File: src/rtl/bin2bcd_scan_if.sv
`default_nettype none
// ============================================================================
// Module  : bin2bcd_scan_if
// Brief   : Value handshake and scanned digit bus for bin2bcd_scan.
// Revision: 1.0
// ============================================================================
interface bin2bcd_scan_if #(
  parameter int WIDTH  = 8,
  parameter int DIGITS = 3
);
  logic              w_in_valid;
  logic [WIDTH-1:0]  w_in_data;
  logic              r_in_ready;
  logic              r_busy;
  logic [DIGITS-1:0] r_sel;
  logic [3:0]        w_digit;

  modport master (
    output w_in_valid, w_in_data,
    input  r_in_ready, r_busy, r_sel, w_digit
  );

  modport slave (
    input  w_in_valid, w_in_data,
    output r_in_ready, r_busy, r_sel, w_digit
  );
endinterface
`default_nettype wire

File: src/rtl/bin2bcd_scan.sv
`default_nettype none
// ============================================================================
// Module  : bin2bcd_scan
// Brief   : Serial double-dabble binary-to-BCD converter with one-hot digit scan.
// Revision: 1.0
// ============================================================================
module bin2bcd_scan #(
  parameter int WIDTH    = 8,
  parameter int DIGITS   = 3,
  parameter int SCAN_DIV = 4,
  parameter int BLANK    = 1
) (
  input  wire logic      w_clk,
  input  wire logic      w_rst,
  bin2bcd_scan_if.slave  bus
);

  // Decimal digits needed for 2^WIDTH-1: ceil(WIDTH*log10(2)).
  localparam int MIN_DIGITS = (WIDTH * 30103 + 99999) / 100000;
  localparam int BCD_W      = 4 * DIGITS;
  localparam int CNT_W      = (WIDTH > 1) ? $clog2(WIDTH) : 1;
  localparam int SCAN_W     = (SCAN_DIV > 1) ? $clog2(SCAN_DIV) : 1;

  localparam logic [CNT_W-1:0]  CNT_LAST  = CNT_W'(WIDTH - 1);
  localparam logic [SCAN_W-1:0] SCAN_LAST = SCAN_W'(SCAN_DIV - 1);

  generate
    if (WIDTH < 1) begin : g_bad_width
      $error("bin2bcd_scan: WIDTH must be at least 1");
    end
    if (DIGITS < MIN_DIGITS) begin : g_bad_digits
      $error("bin2bcd_scan: DIGITS too small to hold a WIDTH-bit value");
    end
    if (SCAN_DIV < 1) begin : g_bad_scan_div
      $error("bin2bcd_scan: SCAN_DIV must be at least 1");
    end
  endgenerate

  typedef enum logic [0:0] {
    S_IDLE = 1'b0,
    S_CONV = 1'b1
  } state_t;

  state_t              state_q;
  logic [WIDTH-1:0]    shift_q;
  logic [WIDTH-1:0]    shift_d;
  logic [BCD_W-1:0]    work_q;
  logic [BCD_W-1:0]    work_d;
  logic [BCD_W-1:0]    work_adj;
  logic [CNT_W-1:0]    cnt_q;
  logic [BCD_W-1:0]    disp_q;
  logic                ready_q;
  logic                busy_q;
  logic [SCAN_W-1:0]   scan_q;
  logic [DIGITS-1:0]   sel_q;
  logic [DIGITS-1:0]   sel_d;
  logic [DIGITS:0]     upper_zero;
  logic [3:0]          digit_mux;

  // One double-dabble iteration: add-3 correction, then shift the pair left.
  always_comb begin
    work_adj = work_q;
    for (int i = 0; i < DIGITS; i++) begin
      if (work_q[4*i +: 4] >= 4'd5) begin
        work_adj[4*i +: 4] = work_q[4*i +: 4] + 4'd3;
      end
    end
    work_d  = {work_adj[BCD_W-2:0], shift_q[WIDTH-1]};
    shift_d = shift_q << 1;
  end

  always_comb begin
    sel_d = (sel_q << 1) | (sel_q >> (DIGITS - 1));
  end

  always_ff @(posedge w_clk or posedge w_rst) begin
    if (w_rst) begin
      state_q <= S_IDLE;
      shift_q <= '0;
      work_q  <= '0;
      cnt_q   <= '0;
      disp_q  <= '0;
      ready_q <= 1'b1;
      busy_q  <= 1'b0;
      scan_q  <= '0;
      sel_q   <= DIGITS'(1);
    end else begin
      if (scan_q == SCAN_LAST) begin
        scan_q <= '0;
        sel_q  <= sel_d;
      end else begin
        scan_q <= scan_q + 1'b1;
      end

      case (state_q)
        S_IDLE: begin
          if (bus.w_in_valid && ready_q) begin
            shift_q <= bus.w_in_data;
            work_q  <= '0;
            cnt_q   <= '0;
            ready_q <= 1'b0;
            busy_q  <= 1'b1;
            state_q <= S_CONV;
          end
        end
        S_CONV: begin
          shift_q <= shift_d;
          work_q  <= work_d;
          cnt_q   <= cnt_q + 1'b1;
          if (cnt_q == CNT_LAST) begin
            disp_q  <= work_d;
            ready_q <= 1'b1;
            busy_q  <= 1'b0;
            state_q <= S_IDLE;
          end
        end
        default: begin
          state_q <= S_IDLE;
          ready_q <= 1'b1;
          busy_q  <= 1'b0;
        end
      endcase
    end
  end

  // upper_zero[i]: display digits i..DIGITS-1 are all zero.
  always_comb begin
    upper_zero         = '0;
    upper_zero[DIGITS] = 1'b1;
    for (int i = DIGITS - 1; i >= 0; i--) begin
      upper_zero[i] = (disp_q[4*i +: 4] == 4'd0) && upper_zero[i+1];
    end
  end

  always_comb begin
    digit_mux = 4'hF;
    for (int i = 0; i < DIGITS; i++) begin
      if (sel_q[i]) begin
        if ((BLANK != 0) && (i > 0) && upper_zero[i]) begin
          digit_mux = 4'hF;
        end else begin
          digit_mux = disp_q[4*i +: 4];
        end
      end
    end
  end

  assign bus.r_in_ready = ready_q;
  assign bus.r_busy     = busy_q;
  assign bus.r_sel      = sel_q;
  assign bus.w_digit    = digit_mux;

endmodule
`default_nettype wire
File: src/flat_wrapper.sv
// flat-port wrapper written by rule: the top's interface ports become plain ports
module bin2bcd_scan_flat 
#(
  parameter int WIDTH    = 8,
  parameter int DIGITS   = 3,
  parameter int SCAN_DIV = 4,
  parameter int BLANK    = 1
)
  (w_clk, w_rst, bus_w_in_valid, bus_w_in_data, bus_r_in_ready, bus_r_busy, bus_r_sel, bus_w_digit);
  bin2bcd_scan_if #(.WIDTH(WIDTH), .DIGITS(DIGITS)) bus_i ();
  input  wire logic w_clk;
  input  wire logic w_rst;
  input wire logic [$bits(bus_i.w_in_valid)-1:0] bus_w_in_valid;
  input wire logic [$bits(bus_i.w_in_data)-1:0] bus_w_in_data;
  output wire logic [$bits(bus_i.r_in_ready)-1:0] bus_r_in_ready;
  output wire logic [$bits(bus_i.r_busy)-1:0] bus_r_busy;
  output wire logic [$bits(bus_i.r_sel)-1:0] bus_r_sel;
  output wire logic [$bits(bus_i.w_digit)-1:0] bus_w_digit;
  assign bus_i.w_in_valid = bus_w_in_valid;
  assign bus_i.w_in_data = bus_w_in_data;
  assign bus_r_in_ready = bus_i.r_in_ready;
  assign bus_r_busy = bus_i.r_busy;
  assign bus_r_sel = bus_i.r_sel;
  assign bus_w_digit = bus_i.w_digit;
  bin2bcd_scan #(.WIDTH(WIDTH), .DIGITS(DIGITS), .SCAN_DIV(SCAN_DIV), .BLANK(BLANK)) u_core (.w_clk(w_clk), .w_rst(w_rst), .bus(bus_i));
endmodule
File: config.mk
export PLATFORM = sky130hd
export DESIGN_NAME = bin2bcd_scan_flat
export DESIGN_NICKNAME = d
export VERILOG_FILES = /design/src/rtl/bin2bcd_scan_if.sv /design/src/rtl/bin2bcd_scan.sv /design/src/flat_wrapper.sv
export SDC_FILE = /design/constraint.sdc
export NUM_CORES = 1
export LEC_CHECK = 0
export BUFFER_PORTS_ARGS = -buffer_cell sky130_fd_sc_hd__buf_2
export CELL_PAD_IN_SITES_DETAIL_PLACEMENT = 0
export CELL_PAD_IN_SITES_GLOBAL_PLACEMENT = 1
export CORE_MARGIN = 1.5
export CORE_UTILIZATION = 45
export DETAILED_ROUTE_END_ITERATION = 8
export HOLD_SLACK_MARGIN = 0.03
export PLACE_DENSITY = 0.88
export SETUP_SLACK_MARGIN = 0.4
export SLEW_MARGIN = 10
export SYNTH_ARGS = -nofsm -noshare
export SYNTH_HDL_FRONTEND = slang
export SYNTH_SLANG_ARGS = --single-unit
File: constraint.sdc
create_clock -name w_clk -period 1.79 [get_ports w_clk]
set_input_delay 0.179 -clock w_clk [delete_from_list [all_inputs] [get_ports w_clk]]
set_output_delay 0.179 -clock w_clk [all_outputs]
set_load 0.05 [all_outputs]
# --- Word-level counts from Yosys, hierarchy flattened ---
# Cells that the tools add are included.
classes:
  add_sub_neg: 5
  n_lt_le_gt_ge: 3
  n_eq_ne: 4
  muxes: 24
  bitwise_logic: 2
  reduce_logical: 6
op_table:
  columns: ["cell", "count"]
  rows:
  - ["two-way mux 4 bit", 7]
  - ["one-hot mux 12 bit (2 select lines)", 1]
  - ["one-hot mux 8 bit (2 select lines)", 1]
  - ["greater-or-equal comparator 4 x 3 -> 1 bit, second input constant", 3]
  - ["two-way mux 12 bit", 1]
  - ["adder 4 x 2 -> 4 bit, second input constant", 2]
  - ["logical NOT 4 bit", 2]
  - ["two-way mux 8 bit", 1]
  - ["two-way mux 1 bit", 6]
  - ["two-way mux 3 bit", 2]
  - ["one-hot mux 1 bit (2 select lines)", 3]
  - ["one-hot mux 3 bit (2 select lines)", 1]
  - ["AND reduction 2 bit", 2]
  - ["adder 3 x 1 -> 3 bit, second input constant", 1]
  - ["adder 3 x 2 -> 3 bit, second input constant", 1]
  - ["== test 3 bit, second input constant", 1]
  - ["bitwise OR 3 x 1 -> 3 bit", 1]
  - ["adder 2 x 1 -> 2 bit, second input constant", 1]
  - ["== test 2 bit, second input constant", 1]
  - ["logical AND 1 bit", 2]
  - ["two-way mux 2 bit", 1]
  - ["inequality test 2 x 1 -> 1 bit, second input constant", 1]
  - ["inequality test 2 bit, second input constant", 1]
  - ["inverter 1 bit", 1]
totals:
  register_bits: 43
  word_cells: 53

# --- Depth between registers and ports, before layout ---
logic_depth:
  ltp_word: 5
  mapped_depth: 7
  depth_no_buf: 5

# --- Worst setup path before layout ---
# No wires, ideal clock.
synth_timing:
  path_type: "register to output"
  start: "reg u_core.disp_q[9]"
  end: "out bus_w_digit[0]"
  arrival_ps: 1675
  t_required_ps: 1611
  setup_slack_ps: -64
  path_stages_with_launch: 4
  path_buffers: 0
  cell_sequence: "dfrtp_1 nor4_1 a211oi_1 nor2_1"
synth_via:
  elab_chain_cells: 5
synth_lines:
  columns: ["item", "line_no", "rtl"]
  rows:
  - ["start, declared", "bin2bcd_scan.sv:51", "logic [BCD_W-1:0] disp_q;"]
  - ["start signal, assigned", "bin2bcd_scan.sv:111", "disp_q <= work_d;"]
  - ["logical NOT 4 bit *", "bin2bcd_scan.sv:131", "upper_zero[i] = (disp_q[4*i +: 4] == 4'd0) && upper_zero[i+1];"]
  - ["logical AND 1 bit", "bin2bcd_scan.sv:131", null]
  - ["two-way mux 4 bit", "bin2bcd_scan.sv:139", "if ((BLANK != 0) && (i > 0) && upper_zero[i]) begin"]
  - ["two-way mux 4 bit", "bin2bcd_scan.sv:138", "if (sel_q[i]) begin"]
  - ["two-way mux 4 bit *", "bin2bcd_scan.sv:138", null]
  - ["end, declared", "flat_wrapper.sv:18", "output wire logic [$bits(bus_i.w_digit)-1:0] bus_w_digit;"]
# Mark *: on every way between the ends. The rest lies on a longest branch, timed or not.

# --- Worst setup path after layout ---
layout_timing:
  start: "reg u_core.sel_q[0], in the netlist u_core.bus.r_sel[0]"
  end: "out bus_w_digit[2]"
layout_via:
  elab_chain_cells: 3
layout_lines:
  columns: ["item", "line_no", "rtl"]
  rows:
  - ["start, declared", "bin2bcd_scan.sv:55", "logic [DIGITS-1:0] sel_q;"]
  - ["start signal, assigned", "bin2bcd_scan.sv:90", "sel_q <= sel_d;"]
  - ["two-way mux 4 bit (3 in a row)", "bin2bcd_scan.sv:138", null]
# Every way passes these cells.

==> key figures <==
Outcome
  • Outcome: finished with violations
  • Violated checks: negative setup slack

CTS
  • Clock Tree Root: clkbuf_8
  • Sink Count: 43
  • CTS tree: done
  • H-tree depth: 2
  • Clk buf depth: 2
  • CTS Buf Count: 5
  • Clock-pin slew on the worst setup and hold paths: 0.08 ns
  • Clock Latency Late Sink: between 0.3 and 0.4 ns

Route
  • DR vias: 2034
  • Final WL: 5.62 mm
  • # DRC: 0
  • DR iter-0 viols: 122
  • Wirelength per Cell: 15.6 um
  • Final ANT Viol Nets: 0
  • First-pass DRT Iterations: 4
  • Vias per Instance: approximately 5.6

Synthesis
  • Avg Inst Size Synth: approximately 9 um2
  • Post-synthesis sequential area ratio: 46.5%
  • Synth Cell Area: ~2300 um2
  • Number of synthesized flops with an enable pin: 0
  • Yosys warns: 0
  • Distinct cell type count of the synthesized netlist: 34
  • Most used flip-flop cell after synthesis: dfrtp_1
  • Syn Inst Count: between 200 and 300
  • Seq cells post-synth: 43
  • Syn nets: roughly 270
  • Asr flop ratio synth: 100%

Timing
  • Worst setup margin: -0.0373 ns
  • Endpoints failing hold: 0
  • Fin crit period: ~1.8 ns
  • Worst-Margin Slew: 0.541 ns
  • Tcrit/Tclk final: 102%
  • Max-slew violations: 0
  • Relative slew margins: 63.9%
  • RSZ-0062 raised after global routing: yes
  • Final setup vio count: 4
  • Max Clock Freq: about 550 MHz
  • Layout Skew: 0.00934 ns

Die
  • Die width: 74.8 um
  • FP Rows: 25
  • Initial core utilization: a little under half
  • Die area: approximately 5600 um2
  • Core area: ~4800 um2
  • Die span in y: 74.8 um
  • I/O pin total: 20

Critical path
  • Worst EP required: around 1.6 ns
  • Reg-to-Reg End: u_core.disp_q[4]$_DFFE_PP0P_
  • R2R depth: 5
  • WS Path Type: flip-flop to output port
  • Crit end category: output port
  • CP max FO: 4
  • Worst EP arrival: 1.65 ns
  • Register-to-Register Setup Slack: 0.33 ns
  • RR Startpoint: u_core.cnt_q[1]$_DFFE_PP0P_
  • Startpoint Class: flip-flop

Placement
  • Port buffer count: 19
  • DP Area: 2640 um2
  • DP HPWL: roughly 3.4 mm
  • Placer Congestion: roughly 0.9
  • Post-place setup slack: 0.170 ns

Pwr
  • Final total power: between 5 and 6 mW
  • Pwr dens: 1690 nW/um2
  • Leakage: 1.38 nW
  • Worst vdd ir: 0.806 mV

Global routing
  • Gr usage total: 21.5%
  • Vias in the first global route: approximately 1800
  • First-pass GRT wire length: 8.94 mm
  • Initial antenna violation count: 0
  • Largest net degree at the start of global routing: 44
  • Overflow after GRT: 0

Cells and area
  • Area grow syn2layout: 38.9%
  • Finished Cell Area: between 3000 and 4000 um2
  • # diodes: 0
  • Post-layout nets: approximately 310
  • Commonest cells after routing, fill and taps aside: 35 x nand2_1, 35 x dfrtp_1, 30 x buf_4
  • Share of cells above drive strength 1: between 40% and 50%
  • Fillers: 377
  • Post-Route Utilization: about two thirds

Min path
  • Hold Crit Depth: 2
  • Hold Startpoint: bus_w_in_valid
  • Hold WC Path Type: input pin to flip-flop
  • Hold Path End: u_core.bus.r_in_ready$_DFFE_PP1P_

Run
  • Maximum capacitance violations: 0
-- worst max-delay path, cell delays in order (launching register included) --
cell,delay (ns)
dfstp_2,0.53
or3b_4,0.45
o32ai_4,0.16
nor2_4,0.05
buf_6,0.15
-- through the flow --
stage          hold slack [ns]  setup TNS (ns)  std cells
6_report                 0.124          -0.104        361
5_1_grt                  0.119          -0.293        361
4_1_cts                 0.0806          -0.215        356
3_5_place_dp             0.340               0        328
3_3_place_gp             0.338               0        328
2_1_floorplan            0.233               0        251
-- cell families after synthesis --
kind of cell,after synthesis,share of synthesized area (%)
buffers and inverters,28,5.13
and+or+nand+nor,94,19.8
muxes,9,4.00
AOI/OAI and AO/OA,68,19.7
adders and majority gates,9,4.86
DFF,43,46.5
-- layout make-up --
type / instances / area, um2 / share of cell area (%)
Clock buffer: 7 / 76.3 / 2.37
Multi-Input combinational cell: 180 / 1520 / 47.1
Inverter: 11 / 43.8 / 1.36
Timing Repair Buffer: 52 / 383 / 11.9
Clock inverter: 1 / 30.0 / 0.933
Sequential cell: 43 / 1090 / 33.7
Tap cell: 67 / 83.8 / 2.60
-- Yosys cell counts (7+ instances only) --
cell type | number | area [um2]
nor3_1 | 8 | 40.0
ha_1 | 9 | 113
dfrtp_1 | 41 | 1030
a211oi_1 | 7 | 52.6
mux2i_1 | 7 | 70.1
nor2_1 | 10 | 37.5
a21oi_1 | 8 | 40.0
clkbuf_1 | 11 | 41.3
a31oi_1 | 7 | 43.8
nand3_1 | 16 | 80.1
inv_1 | 11 | 41.3
o21ai_0 | 21 | 105
nand2_1 | 37 | 139
-- state kept, by name, summed over array words and instances, names as in the netlist --
signal and flops:
u_core.bus.r_busy 1, u_core.bus.r_in_ready 1, u_core.bus.r_sel 3, u_core.cnt_q 3, u_core.disp_q 12, u_core.scan_q 2
u_core.shift_q 8, u_core.state_q 1, u_core.work_q 12
-- worst max-delay path by stage --
stage / slack, ns / depth (start not counted) / endpoint / startpoint
after floorplan: 0.20 / 3 / bus_w_digit[1] / u_core.bus.r_sel[0]$_DFFE_PP1P_
after global placement: 0.20 / 4 / bus_w_digit[0] / u_core.disp_q[9]$_DFFE_PP0P_
after detailed placement: 0.17 / 4 / bus_w_digit[3] / u_core.disp_q[9]$_DFFE_PP0P_
after CTS: -0.06 / 4 / bus_w_digit[2] / u_core.bus.r_sel[0]$_DFFE_PP1P_
after global routing: -0.08 / 4 / bus_w_digit[2] / u_core.bus.r_sel[0]$_DFFE_PP1P_
final: -0.04 / 4 / bus_w_digit[2] / u_core.bus.r_sel[0]$_DFFE_PP1P_
-- report_power, final --
group,switching [mW],internal (mW)
sequential,0.553,1.37
combinational,1.46,1.30
clock,0.338,0.418
total,2.35,3.09
-- routing by layer --
metal  wire length, um  vias up  global-route usage, %
li1                  -      998                      -
met1              2590      992                   29.2
met2              2710       38                   33.1
met3               220        6                   5.89
met4                95        0                   7.68
met5                 0        -                      0
-- repair_timing --
action                                  4_1_cts  5_1_grt
buffers inserted                             19        5
cloned                                        0        0
endpoints found under the setup margin       20       32
gates resized for setup                      32       40
hold buffers                                  1        0
hold endpoints to repair                     41        0
pin swaps                                    14       19
Power figures use the tool's default switching activity.
